$ cat src/rtl/program_loader.sv
// program_loader: receives a framed UART byte stream, writes little-endian words into instruction memory,
// and keeps the core in reset until a frame with a valid checksum has fully loaded.
module program_loader #(
    parameter int          XLEN           = 32,
    parameter int          MEMORY_DEPTH   = 1024,
    parameter int          TIMEOUT_CYCLES = 1000000,
    parameter logic [7:0]  MAGIC_BYTE     = 8'hA5
) (
    input  logic            i_Clock,
    input  logic            i_Reset,
    input  logic [7:0]      i_Rx_Data,
    input  logic            i_Rx_Valid,
    output logic            o_Rx_Ready,
    input  logic            i_Restart,
    output logic            o_Imem_Write_Enable,
    output logic [XLEN-1:0] o_Imem_Write_Addr,
    output logic [XLEN-1:0] o_Imem_Write_Data,
    output logic            o_Cpu_Reset,
    output logic            o_Load_Done,
    output logic            o_Load_Error
);
    localparam int WIW = $clog2(MEMORY_DEPTH + 1);
    localparam int TW  = $clog2(TIMEOUT_CYCLES + 1);

    typedef enum logic [2:0] {S_IDLE, S_LEN_LO, S_LEN_HI, S_DATA, S_CSUM, S_DONE, S_ERROR} state_t;

    state_t            state_q, state_d;
    logic [7:0]        sum_q, sum_d;
    logic [15:0]       len_q, len_d;
    logic [1:0]        byte_idx_q, byte_idx_d;
    logic [WIW-1:0]    word_idx_q, word_idx_d;
    logic [31:0]       word_q, word_d;
    logic [TW-1:0]     timer_q, timer_d;
    logic              we_q, we_d;
    logic [XLEN-1:0]   waddr_q, waddr_d;
    logic [XLEN-1:0]   wdata_q, wdata_d;
    logic              done_q, done_d;
    logic              error_q, error_d;
    logic              cpu_reset_q, cpu_reset_d;
    logic              accept;
    logic              active;
    logic [15:0]       len_full;

    assign o_Rx_Ready          = (state_q != S_DONE) && (state_q != S_ERROR);
    assign accept              = i_Rx_Valid && o_Rx_Ready;
    assign active              = o_Rx_Ready && (state_q != S_IDLE);
    assign len_full            = {i_Rx_Data, len_q[7:0]};
    assign o_Imem_Write_Enable = we_q;
    assign o_Imem_Write_Addr   = waddr_q;
    assign o_Imem_Write_Data   = wdata_q;
    assign o_Cpu_Reset         = cpu_reset_q;
    assign o_Load_Done         = done_q;
    assign o_Load_Error        = error_q;

    always_comb begin
        state_d    = state_q;
        sum_d      = sum_q;
        len_d      = len_q;
        byte_idx_d = byte_idx_q;
        word_idx_d = word_idx_q;
        word_d     = word_q;
        waddr_d    = waddr_q;
        wdata_d    = wdata_q;
        we_d       = 1'b0;
        timer_d    = '0;
        case (state_q)
            S_IDLE: if (accept && i_Rx_Data == MAGIC_BYTE) state_d = S_LEN_LO;
            S_LEN_LO: if (accept) begin
                len_d[7:0] = i_Rx_Data;
                sum_d      = sum_q + i_Rx_Data;
                state_d    = S_LEN_HI;
            end
            S_LEN_HI: if (accept) begin
                len_d   = len_full;
                sum_d   = sum_q + i_Rx_Data;
                state_d = (32'(len_full) > MEMORY_DEPTH) ? S_ERROR : (len_full == 16'd0) ? S_CSUM : S_DATA;
            end
            S_DATA: if (accept) begin
                word_d[{byte_idx_q, 3'b000} +: 8] = i_Rx_Data;
                sum_d      = sum_q + i_Rx_Data;
                byte_idx_d = byte_idx_q + 2'd1;
                if (byte_idx_q == 2'd3) begin
                    we_d       = 1'b1;
                    waddr_d    = XLEN'({word_idx_q, 2'b00});
                    wdata_d    = XLEN'({i_Rx_Data, word_q[23:0]});
                    word_idx_d = word_idx_q + WIW'(1);
                    if (16'(word_idx_q) + 16'd1 == len_q) state_d = S_CSUM;
                end
            end
            S_CSUM: if (accept) state_d = (i_Rx_Data == sum_q) ? S_DONE : S_ERROR;
            default: if (i_Restart) begin
                state_d    = S_IDLE;
                sum_d      = '0;
                len_d      = '0;
                byte_idx_d = '0;
                word_idx_d = '0;
                word_d     = '0;
            end
        endcase
        // An accepted byte in the final idle cycle wins over the timeout.
        if (active && !accept) begin
            timer_d = timer_q + TW'(1);
            if (timer_q == TW'(TIMEOUT_CYCLES - 1)) state_d = S_ERROR;
        end
        if (state_d != state_q) timer_d = '0;
        done_d      = (state_d == S_DONE);
        error_d     = (state_d == S_ERROR);
        cpu_reset_d = (state_d != S_DONE);
    end

    always_ff @(posedge i_Clock or posedge i_Reset) begin
        if (i_Reset) begin
            state_q     <= S_IDLE;
            sum_q       <= '0;
            len_q       <= '0;
            byte_idx_q  <= '0;
            word_idx_q  <= '0;
            word_q      <= '0;
            timer_q     <= '0;
            we_q        <= 1'b0;
            waddr_q     <= '0;
            wdata_q     <= '0;
            done_q      <= 1'b0;
            error_q     <= 1'b0;
            cpu_reset_q <= 1'b1;
        end else begin
            state_q     <= state_d;
            sum_q       <= sum_d;
            len_q       <= len_d;
            byte_idx_q  <= byte_idx_d;
            word_idx_q  <= word_idx_d;
            word_q      <= word_d;
            timer_q     <= timer_d;
            we_q        <= we_d;
            waddr_q     <= waddr_d;
            wdata_q     <= wdata_d;
            done_q      <= done_d;
            error_q     <= error_d;
            cpu_reset_q <= cpu_reset_d;
        end
    end
endmodule

$ cat config.mk
export PLATFORM = sky130hd
export DESIGN_NAME = program_loader
export DESIGN_NICKNAME = d
export VERILOG_FILES = /design/src/rtl/program_loader.sv
export SDC_FILE = /design/constraint.sdc
export NUM_CORES = 1
export LEC_CHECK = 0
export ABC_AREA = 1
export CAP_MARGIN = 0
export CORE_UTILIZATION = 54
export DETAILED_ROUTE_END_ITERATION = 12
export PLACE_DENSITY = 0.82
export RECOVER_POWER = 100
export SYNTH_ARGS = -nofsm -noshare
export SYNTH_HDL_FRONTEND = slang
export SYNTH_SLANG_ARGS = --single-unit
$ cat constraint.sdc
create_clock -name i_Clock -period 5.7 [get_ports i_Clock]
set_input_delay 1.425 -clock i_Clock [delete_from_list [all_inputs] [get_ports i_Clock]]
set_output_delay 1.425 -clock i_Clock [all_outputs]
set_load 0.05 [all_outputs]
# [Yosys cells after proc, flatten, opt, wreduce, memory -nomap -nowiden]
# Cells that the tools add are included.
[totals] input_bits=12 n_memories=0 romBits=0 ramBits=0 wordCells=110 ff_bits=139 latch_bits=0
[op_classes] add_sub_neg=6 order_cmp=1 n_bitwise=5 div_mod_pow=0 shifts=2 n_eq_ne=20 muxes=38 n_reduce_logical=24 n_mul=0
[ops] operator="32-bit 2-to-1 mux" count=2
[ops] operator="32-bit case mux with 2 select lines" count=1
[ops] operator="20-bit 2-to-1 mux" count=2
[ops] operator="3-bit 2-to-1 mux" count=12
[ops] operator="11-bit 2-to-1 mux" count=3
[ops] operator="32-bit bitwise mux" count=1
[ops] operator="16-bit 2-to-1 mux" count=2
[ops] operator="8-bit case mux with 2 select lines" count=2
[ops] operator="8-bit by 7-bit variable shift with 32-bit output (first input constant)" count=1
[ops] operator="8-bit by 7-bit variable part select with 32-bit output" count=1
[ops] operator="8-bit 2-to-1 mux" count=3
[ops] operator="8-bit case mux with 3 select lines" count=1
[ops] operator="11-bit case mux with 2 select lines" count=1
[ops] operator="20-bit by 1-bit adder with 20-bit output (second input constant)" count=1
[ops] operator="20-bit == test (second input constant)" count=1
[ops] operator="12-bit by 16-bit == test with 1-bit output" count=1
[ops] operator="16-bit by 11-bit > comparator with 1-bit output (second input constant)" count=1
[ops] operator="16-bit zero test" count=1
[ops] operator="3-bit case mux with 5 select lines" count=1
[ops] operator="11-bit by 1-bit adder with 12-bit output (second input constant)" count=1
[ops] operator="3-bit AND reduction" count=4
[ops] operator="11-bit by 1-bit adder with 11-bit output (second input constant)" count=1
[ops] operator="3-bit == test (second input constant)" count=3
[ops] operator="3-bit inequality test (second input constant)" count=3
[ops] operator="24 further kinds" count=46

# [Depth between registers and ports, before layout]
# Gate-level depths: netlist (run 1).
[logic_depth] word_depth=10 depth_mapped=19

# [Worst setup path after synthesis (run 1)]
# OpenSTA, ideal clock, no wires.
[synth_path] path_type="input to register" from="input port i_Rx_Data[2]" to="register sum_q[7]" n_path_buf=0 cell_stages=12 path_slack_ns=2.615 t_required_ns=5.561 setup_ns=0.139 arrival_time_ns=2.946 path_cell_list="ha_1 -> a21oi_1 -> nand2_1 -> nand2_1 -> inv_1 -> or2_2 -> a21oi_1 -> nor2_1 -> o21ai_0 -> nand2_1 -> xor2_1 -> o22ai_1"
[synth_via] elab_chain_cells=3
[synth_lines] element="start, declared" line_no="11" text="input logic [7:0] i_Rx_Data,"
[synth_lines] element="8-bit adder" line_no="70, 75, 80"
[synth_lines] element="8-bit 2-to-1 mux" line_no="68, 73, 78"
[synth_lines] element="8-bit case mux with 2 select lines" line_no="66" text="case (state_q)"
[synth_lines] element="end signal, assigned" line_no="128" text="sum_q <= sum_d;"
[synth_lines] element="end, declared" line_no="28" text="logic [7:0] sum_q, sum_d;"
# Every way passes these cells. The select of a mux whose other input is x is not followed.
# A chain may end at the register's enable or synchronous reset.

==> metrics, run 1 <==
Setup crit end kind=asynchronous set/reset pin; status=finished with violations; pre-CTS setup slack=1.42 ns; final wirelength=15.2 mm; die area=13,300 µm²; Final min period=4.01 ns; worst skew pair latency=0.42 ns; dominant cell by count in the synthesized netlist=nand2_1; Buf+Inv Stages, Crit Path=3; Seq/Total Area, Yosys=47.4%; pin count of the biggest net entering global routing=95; GRT Residual Overflow=0; Mapped Cells=843; drt first-iter violations=406; Resized cells post-CTS=0; critical-path cell list=dlygate4sd3_1, clkinvlp_2, clkbuf_2; Worst-Margin Slew=2.57 ns; antenna cells=0; Power Density=398 nW/µm²; post-synth cell types=41; ratio of cells with drive above 1 in the final layout=8.00%; most common flop cell mapped by yosys=dfrtp_1; Fin Clk Skew=0.00732 ns; final cell count without fillers=1,081; kind of critical path=in2async; reg-to-reg slack, setup=2.62 ns; area leader, netlist=dfrtp_1; violated checks=max-capacitance violations, max-slew violations; Hold Path Class=reg2reg; core area=12,300 µm²; Worst EP required=6.10 ns; Top Family by Delay on Critical Path=buffers and inverters; leakage=3.83 nW; drt pass-1 iters=5; top cell type's share of synthesized area=47.1%; Synth Area per Inst=8.20 µm²; Ys Warns=0; commonest cells in the synthesized netlist=158 x nand2_1, 130 x dfrtp_1, 116 x inv_1, 96 x o21ai_0, 73 x nand3_1; Slowest-stage cell, CP=clkinvlp_2; first-pass GRT wire length=25.9 mm; starting density of the core=56.4%; Max VDD drop=270 µV; Buffers on Ports=59; Area growth syn-to-layout=16.1%; Inst Count DP=1,049; fmax=0.249 GHz; Hold Vio Cnt, Final=0; register bit total from synthesis=131; wire length on met2=6.82 mm; gp weighted congestion=0.912; CTS clk-pin slew, worst paths=0.06 ns; period utilisation layout=70.4%; vias in the first global route=5,440; Final HPWL DP=10.6 mm; met1 wire length=7.16 mm; asr flop ratio synth=100%; critical path arrival=4.41 ns; clock buffer depth=2; cell area after synthesis=6910 µm²; PnR worst setup slack=1.69 ns; GRT Total Usage=25.4%; top fanout value on the critical path=59; Fill cells=1,021; fin nets=926; relative slew slack=-72.2%; setup_tns=0 ns; hold_buf cts=0; Max Cap Viol=2; DR vias/cell=5.36; DR WL met3=931 µm; post-route ant nets=0; Die X=115 µm; I/O pin count=81; Post-CTS Setup Bufs=0; Final Slew Violations=155; crit path launch type=primary input; DR DRC count=0; H-tree depth=4; Worst path max stage delay=1.44 ns; CTS Buf Count=17; WL per Instance=14.1 µm; EDFF count, synth=0; leading post-synthesis cells by cell area=dfrtp_1 47%, nand2_1 8.6%, o21ai_0 7.0%; Chip Height=115 µm; CTS root buf=clkbuf_16; RSZ-0062 raised after global routing=false; clk sinks=131; initial antenna violation count=0; final setup vio count=0; CTS tree=built; Max Used Layer=met4; DR vias=5,796; row cnt=40
-- worst reg2reg max path: cells and delay by family, from the launching register on --
| kind | cells | cell delay [ns] |
|---|---|---|
| buffers and inverters | 2 | 0.98 |
| and+or+nand+nor | 5 | 1.40 |
| AOI/OAI and AO/OA | 1 | 0.16 |
| DFF | 1 | 0.47 |
-- routing by layer --
layer,up-vias,GRT usage [%]
li1,2853,-
met1,2714,35.0
met2,198,38.4
met3,31,6.43
met4,0,10.3
met5,-,0
-- metrics by stage --
| stage | power (W) | cell area, µm² | utilization (%) | hold slack (ns) |
|---|---|---|---|---|
| floorplan | 0.00200 | 6990 | - | 0.471 |
| global placement | 0.00216 | 7550 | 61.6 | 0.464 |
| detailed placement | 0.00218 | 7550 | 61.6 | 0.473 |
| CTS | 0.00326 | 8140 | 66.4 | 0.486 |
| global route | 0.00338 | 8030 | 65.5 | 0.507 |
| finish | 0.00320 | 8030 | 65.5 | 0.476 |
-- flip-flops by register name, summed over array words and instances, names as in the netlist --
signal               count
o_Cpu_Reset              1
state_q                  3
word_q                  24
word_idx_q              11
sum_q                    8
o_Imem_Write_Enable      1
timer_q                 20
o_Imem_Write_Addr       11
o_Load_Error             1
o_Load_Done              1
byte_idx_q               2
len_q                   16
o_Imem_Write_Data       32
-- placed cells by master, fill, tap and decap left out, types with 6 or more instances in the layout --
cell,count
nor3_1,36
o21ai_0,96
clkdlybuf4s50_1,6
nand3_1,73
a21oi_1,8
nand2_2,8
nand2_1,160
ha_1,13
clkbuf_16,17
dlygate4sd3_1,53
conb_1,21
or2_2,7
dfrtp_1,130
nand4_1,27
nor2_1,56
inv_1,114
o22ai_1,15
-- where the power goes --
part           switching (W)  leakage [nW]  internal, W  total, W
Combinational       0.000685          1.75     0.000270  0.000955
Clock               0.000410         0.278     0.000651   0.00106
Sequential         0.0000900          1.80      0.00109   0.00118
Total                0.00118          3.83      0.00201   0.00320
-- logic make-up after synthesis --
family / synth area share, %
DFF: 47.4
buffers and inverters: 10.6
AOI/OAI and AO/OA: 10.2
and+or+nand+nor: 27.7
xor gates and xnor gates: 1.34
adders and majority gates: 2.64
other: 0.0542
-- layout make-up --
cell class	count	area, µm²	area share [%]
clock buffers	23	488	6.08
clock inverters	9	95.1	1.18
inverters	122	462	5.75
multi-input cells	564	2880	35.8
flip-flops and latches	131	3280	40.9
well taps	168	210	2.62
repair buffers	64	616	7.67
-- worst paths after layout --
kind | start | to | depth (start not counted)
max | i_Reset | o_Imem_Write_Data[14] | 3
min | o_Imem_Write_Addr[4] | o_Imem_Write_Addr[4] | 2
max reg2reg | state_q[0] | word_idx_q[0] | 8
min reg2reg | o_Imem_Write_Addr[4] | o_Imem_Write_Addr[4] | 2
max in group i_Clock | i_Rx_Valid | timer_q[16] | 12
min in group asynchronous | i_Reset | o_Imem_Write_Addr[12] | 2
No activity file was read; power rests on OpenSTA's default activity.
==> inputs of run 2 (changes only) <==
--- a/config.mk
+++ b/config.mk
@@ -7,7 +7,7 @@
 export LEC_CHECK = 0
 export ABC_AREA = 1
 export CAP_MARGIN = 0
-export CORE_UTILIZATION = 54
+export CORE_UTILIZATION = 51
 export DETAILED_ROUTE_END_ITERATION = 12
 export PLACE_DENSITY = 0.82
 export RECOVER_POWER = 100
==> constraint.sdc (replaced) <==
create_clock -name i_Clock -period 3.4 [get_ports i_Clock]
set_input_delay 0.85 -clock i_Clock [delete_from_list [all_inputs] [get_ports i_Clock]]
set_output_delay 0.85 -clock i_Clock [all_outputs]
set_load 0.05 [all_outputs]
==> metrics, run 2 (synthesis results as in run 1) <==
Chip Height=118 µm (was 115 µm); setup_tns=0 ns (unchanged); Final HPWL DP=10.7 mm (was 10.6 mm); die area=14,000 µm² (was 13,300 µm²); Fin Clk Skew=0.00711 ns (was 0.00732 ns); hold_ws=0.475 ns (was 0.476 ns); CTS clk-pin slew, worst paths=0.06 ns (about the same); core area=13,200 µm² (was 12,300 µm²); Final Slew Violations=132 (was 155); GRT Residual Overflow=0 (unchanged); DR vias=5,851 (was 5,796); crit path launch type=flop (was primary input); gp weighted congestion=0.876 (was 0.912); violated checks=max-capacitance violations, max-slew violations (unchanged); initial antenna violation count=1 (was 0); row cnt=42 (was 40); most frequent cells in the layout=160 x nand2_1, 130 x dfrtp_1, 114 x inv_1 (unchanged); CTS root buf=clkbuf_16 (unchanged); Worst EP required=2.55 ns (was 6.10 ns); Hold Path Class=reg2reg (unchanged); relative slew slack=-16.2% (was -72.2%); Die X=118 µm (was 115 µm); Max VDD drop=391 µV (was 270 µV); ratio of cells with drive above 1 in the final layout=9.17% (was 8.00%); pre-CTS setup slack=0.0763 ns (was 1.42 ns); vias in the first global route=5,444 (was 5,440); drt first-iter violations=471 (was 406); Buffers on Ports=59 (unchanged); fin nets=940 (was 926); H-tree depth=4 (unchanged); DR vias/cell=5.30 (was 5.36); commonest non-fill, non-tap cell in the layout=nand2_1 (unchanged); Area growth syn-to-layout=18.0% (was 16.1%); critical path arrival=2.19 ns (was 4.41 ns); hold_buf cts=0 (unchanged); Fill cells=1,188 (was 1,021); CTS Buf Count=17 (unchanged); Power Density=676 nW/µm² (was 398 nW/µm²); clk sinks=131 (unchanged); period utilisation layout=89.5%; Setup crit end kind=output pin (was asynchronous set/reset pin); WL per Instance=14.1 µm (about the same); starting density of the core=52.2% (was 56.4%); kind of critical path=reg2out (was in2async); status=finished with violations (unchanged); Hold Vio Cnt, Final=0 (unchanged); pin count of the biggest net entering global routing=132 (was 95); Max Cap Viol=1 (was 2); drt pass-1 iters=5 (unchanged); Worst-Margin Slew=1.74 ns (was 2.57 ns); DR DRC count=0 (unchanged); I/O pin count=81 (unchanged); Final min period=3.04 ns; RSZ-0062 raised after global routing=false (unchanged); leakage=3.89 nW (was 3.83 nW); final core utilization=61.6% (was 65.5%); top fanout value on the critical path=7 (was 59); worst skew pair latency=0.43 ns (was 0.42 ns); Largest register FFs=32 (unchanged); first-pass GRT wire length=26.6 mm (was 25.9 mm); clock buffer depth=2 (unchanged); post-route ant nets=0 (unchanged); Resized cells post-CTS=0 (unchanged); CTS tree=built (unchanged); GRT Total Usage=24.0% (was 25.4%); Post-CTS Setup Bufs=0 (unchanged); PnR worst setup slack=0.356 ns (was 1.69 ns); final setup vio count=0 (unchanged); final wirelength=15.6 mm (was 15.2 mm); fmax=0.329 GHz
==> run 2: cell count changes in the layout (fill, tap and decap cells not counted), sizes merged <==
cell	before	now
clkbuf	27	28
dlygate4sd3	53	54
clkinv	3	6
clkdlybuf4s50	6	5
inv	123	127
clkinvlp	4	2
buf	1	9
diode	0	1
==> run 2: path summary, 6_finish.rpt <==
check                                      from                    end  slack (ns)  cells past startpoint
max                                  state_q[1]             o_Rx_Ready        0.36                      5
min                        o_Imem_Write_Data[0]   o_Imem_Write_Data[0]        0.47                      2
max reg2reg                          state_q[1]  o_Imem_Write_Data[15]        0.74                      7
min reg2reg                o_Imem_Write_Data[0]   o_Imem_Write_Data[0]        0.47                      2
max in group asynchronous               i_Reset             word_q[16]        0.77                      3
min in group asynchronous               i_Reset            o_Load_Done        1.52                      3
==> run 2: final cells by class <==
cell class	count	area [µm²]	share of cell area (%)
Antenna cell	1	2.50	0.0307
Clock buffer	18	439	5.39
Clock inverter	14	144	1.76
Inverter	122	464	5.69
Multi-Input combinational cell	564	2880	35.3
Sequential cell	131	3280	40.2
Tap cell	176	220	2.70
Timing Repair Buffer	78	727	8.91
==> run 2: stage by stage <==
| stage | instances | total power [W] | area (µm²) |
|---|---|---|---|
| after detailed placement | 1071 | 0.00381 | 7710 |
| after global routing | 1104 | 0.00583 | 8160 |
| after global placement | 1071 | 0.00376 | 7710 |
| after CTS | 1103 | 0.00562 | 8290 |
| after floorplan | 863 | 0.00336 | 6990 |
| final | 1104 | 0.00551 | 8160 |
==> run 2: report_power, final <==
part           internal (W)  leakage (nW)  switching [W]
logic              0.000549          1.81        0.00118
registers           0.00183          1.80       0.000153
clock network       0.00105         0.286       0.000758
total               0.00342          3.89        0.00209
==> run 2: per-layer routing <==
metal  GRT usage [%]  vias up  share of wire (%)
li1                -     2874                  -
met1            33.4     2750                 46
met2            36.5      191                 46
met3            4.87       36                5.2
met4            10.7        0                2.3
met5               0        -                  0
==> run 2: worst max-delay path, cell delays in order, from the launching register on <==
cell	delay [ns]
dfrtp_1	0.49
inv_2	0.10
nand3_1	0.08
nand2_1	0.10
inv_1	0.10
dlygate4sd3_1	0.89
==> inputs of run 3 (changes only) <==
--- a/config.mk
+++ b/config.mk
@@ -11,6 +11,7 @@
 export DETAILED_ROUTE_END_ITERATION = 12
 export PLACE_DENSITY = 0.82
 export RECOVER_POWER = 100
+export SETUP_SLACK_MARGIN = 0.05
 export SYNTH_ARGS = -nofsm -noshare
 export SYNTH_HDL_FRONTEND = slang
 export SYNTH_SLANG_ARGS = --single-unit
==> constraint.sdc (replaced) <==
create_clock -name i_Clock -period 3.4 [get_ports i_Clock]
set_input_delay 0.85 -clock i_Clock [delete_from_list [all_inputs] [get_ports i_Clock]]
set_output_delay 0.85 -clock i_Clock [all_outputs]
set_load 0.02 [all_outputs]
==> results of run 3 <==
The final DEF is identical to that of run 2. Status: finished with violations: max-capacitance violations, max-slew violations.
Main changes from that run: setup slack after layout 0.356 ns -> 0.363 ns; start point of the critical path state_q[1] -> i_Rx_Valid; end point of the critical path o_Rx_Ready -> o_Imem_Write_Data[15]; total power 0.00551 W -> 0.00545 W; worst IR drop on VDD 391 µV -> 390 µV
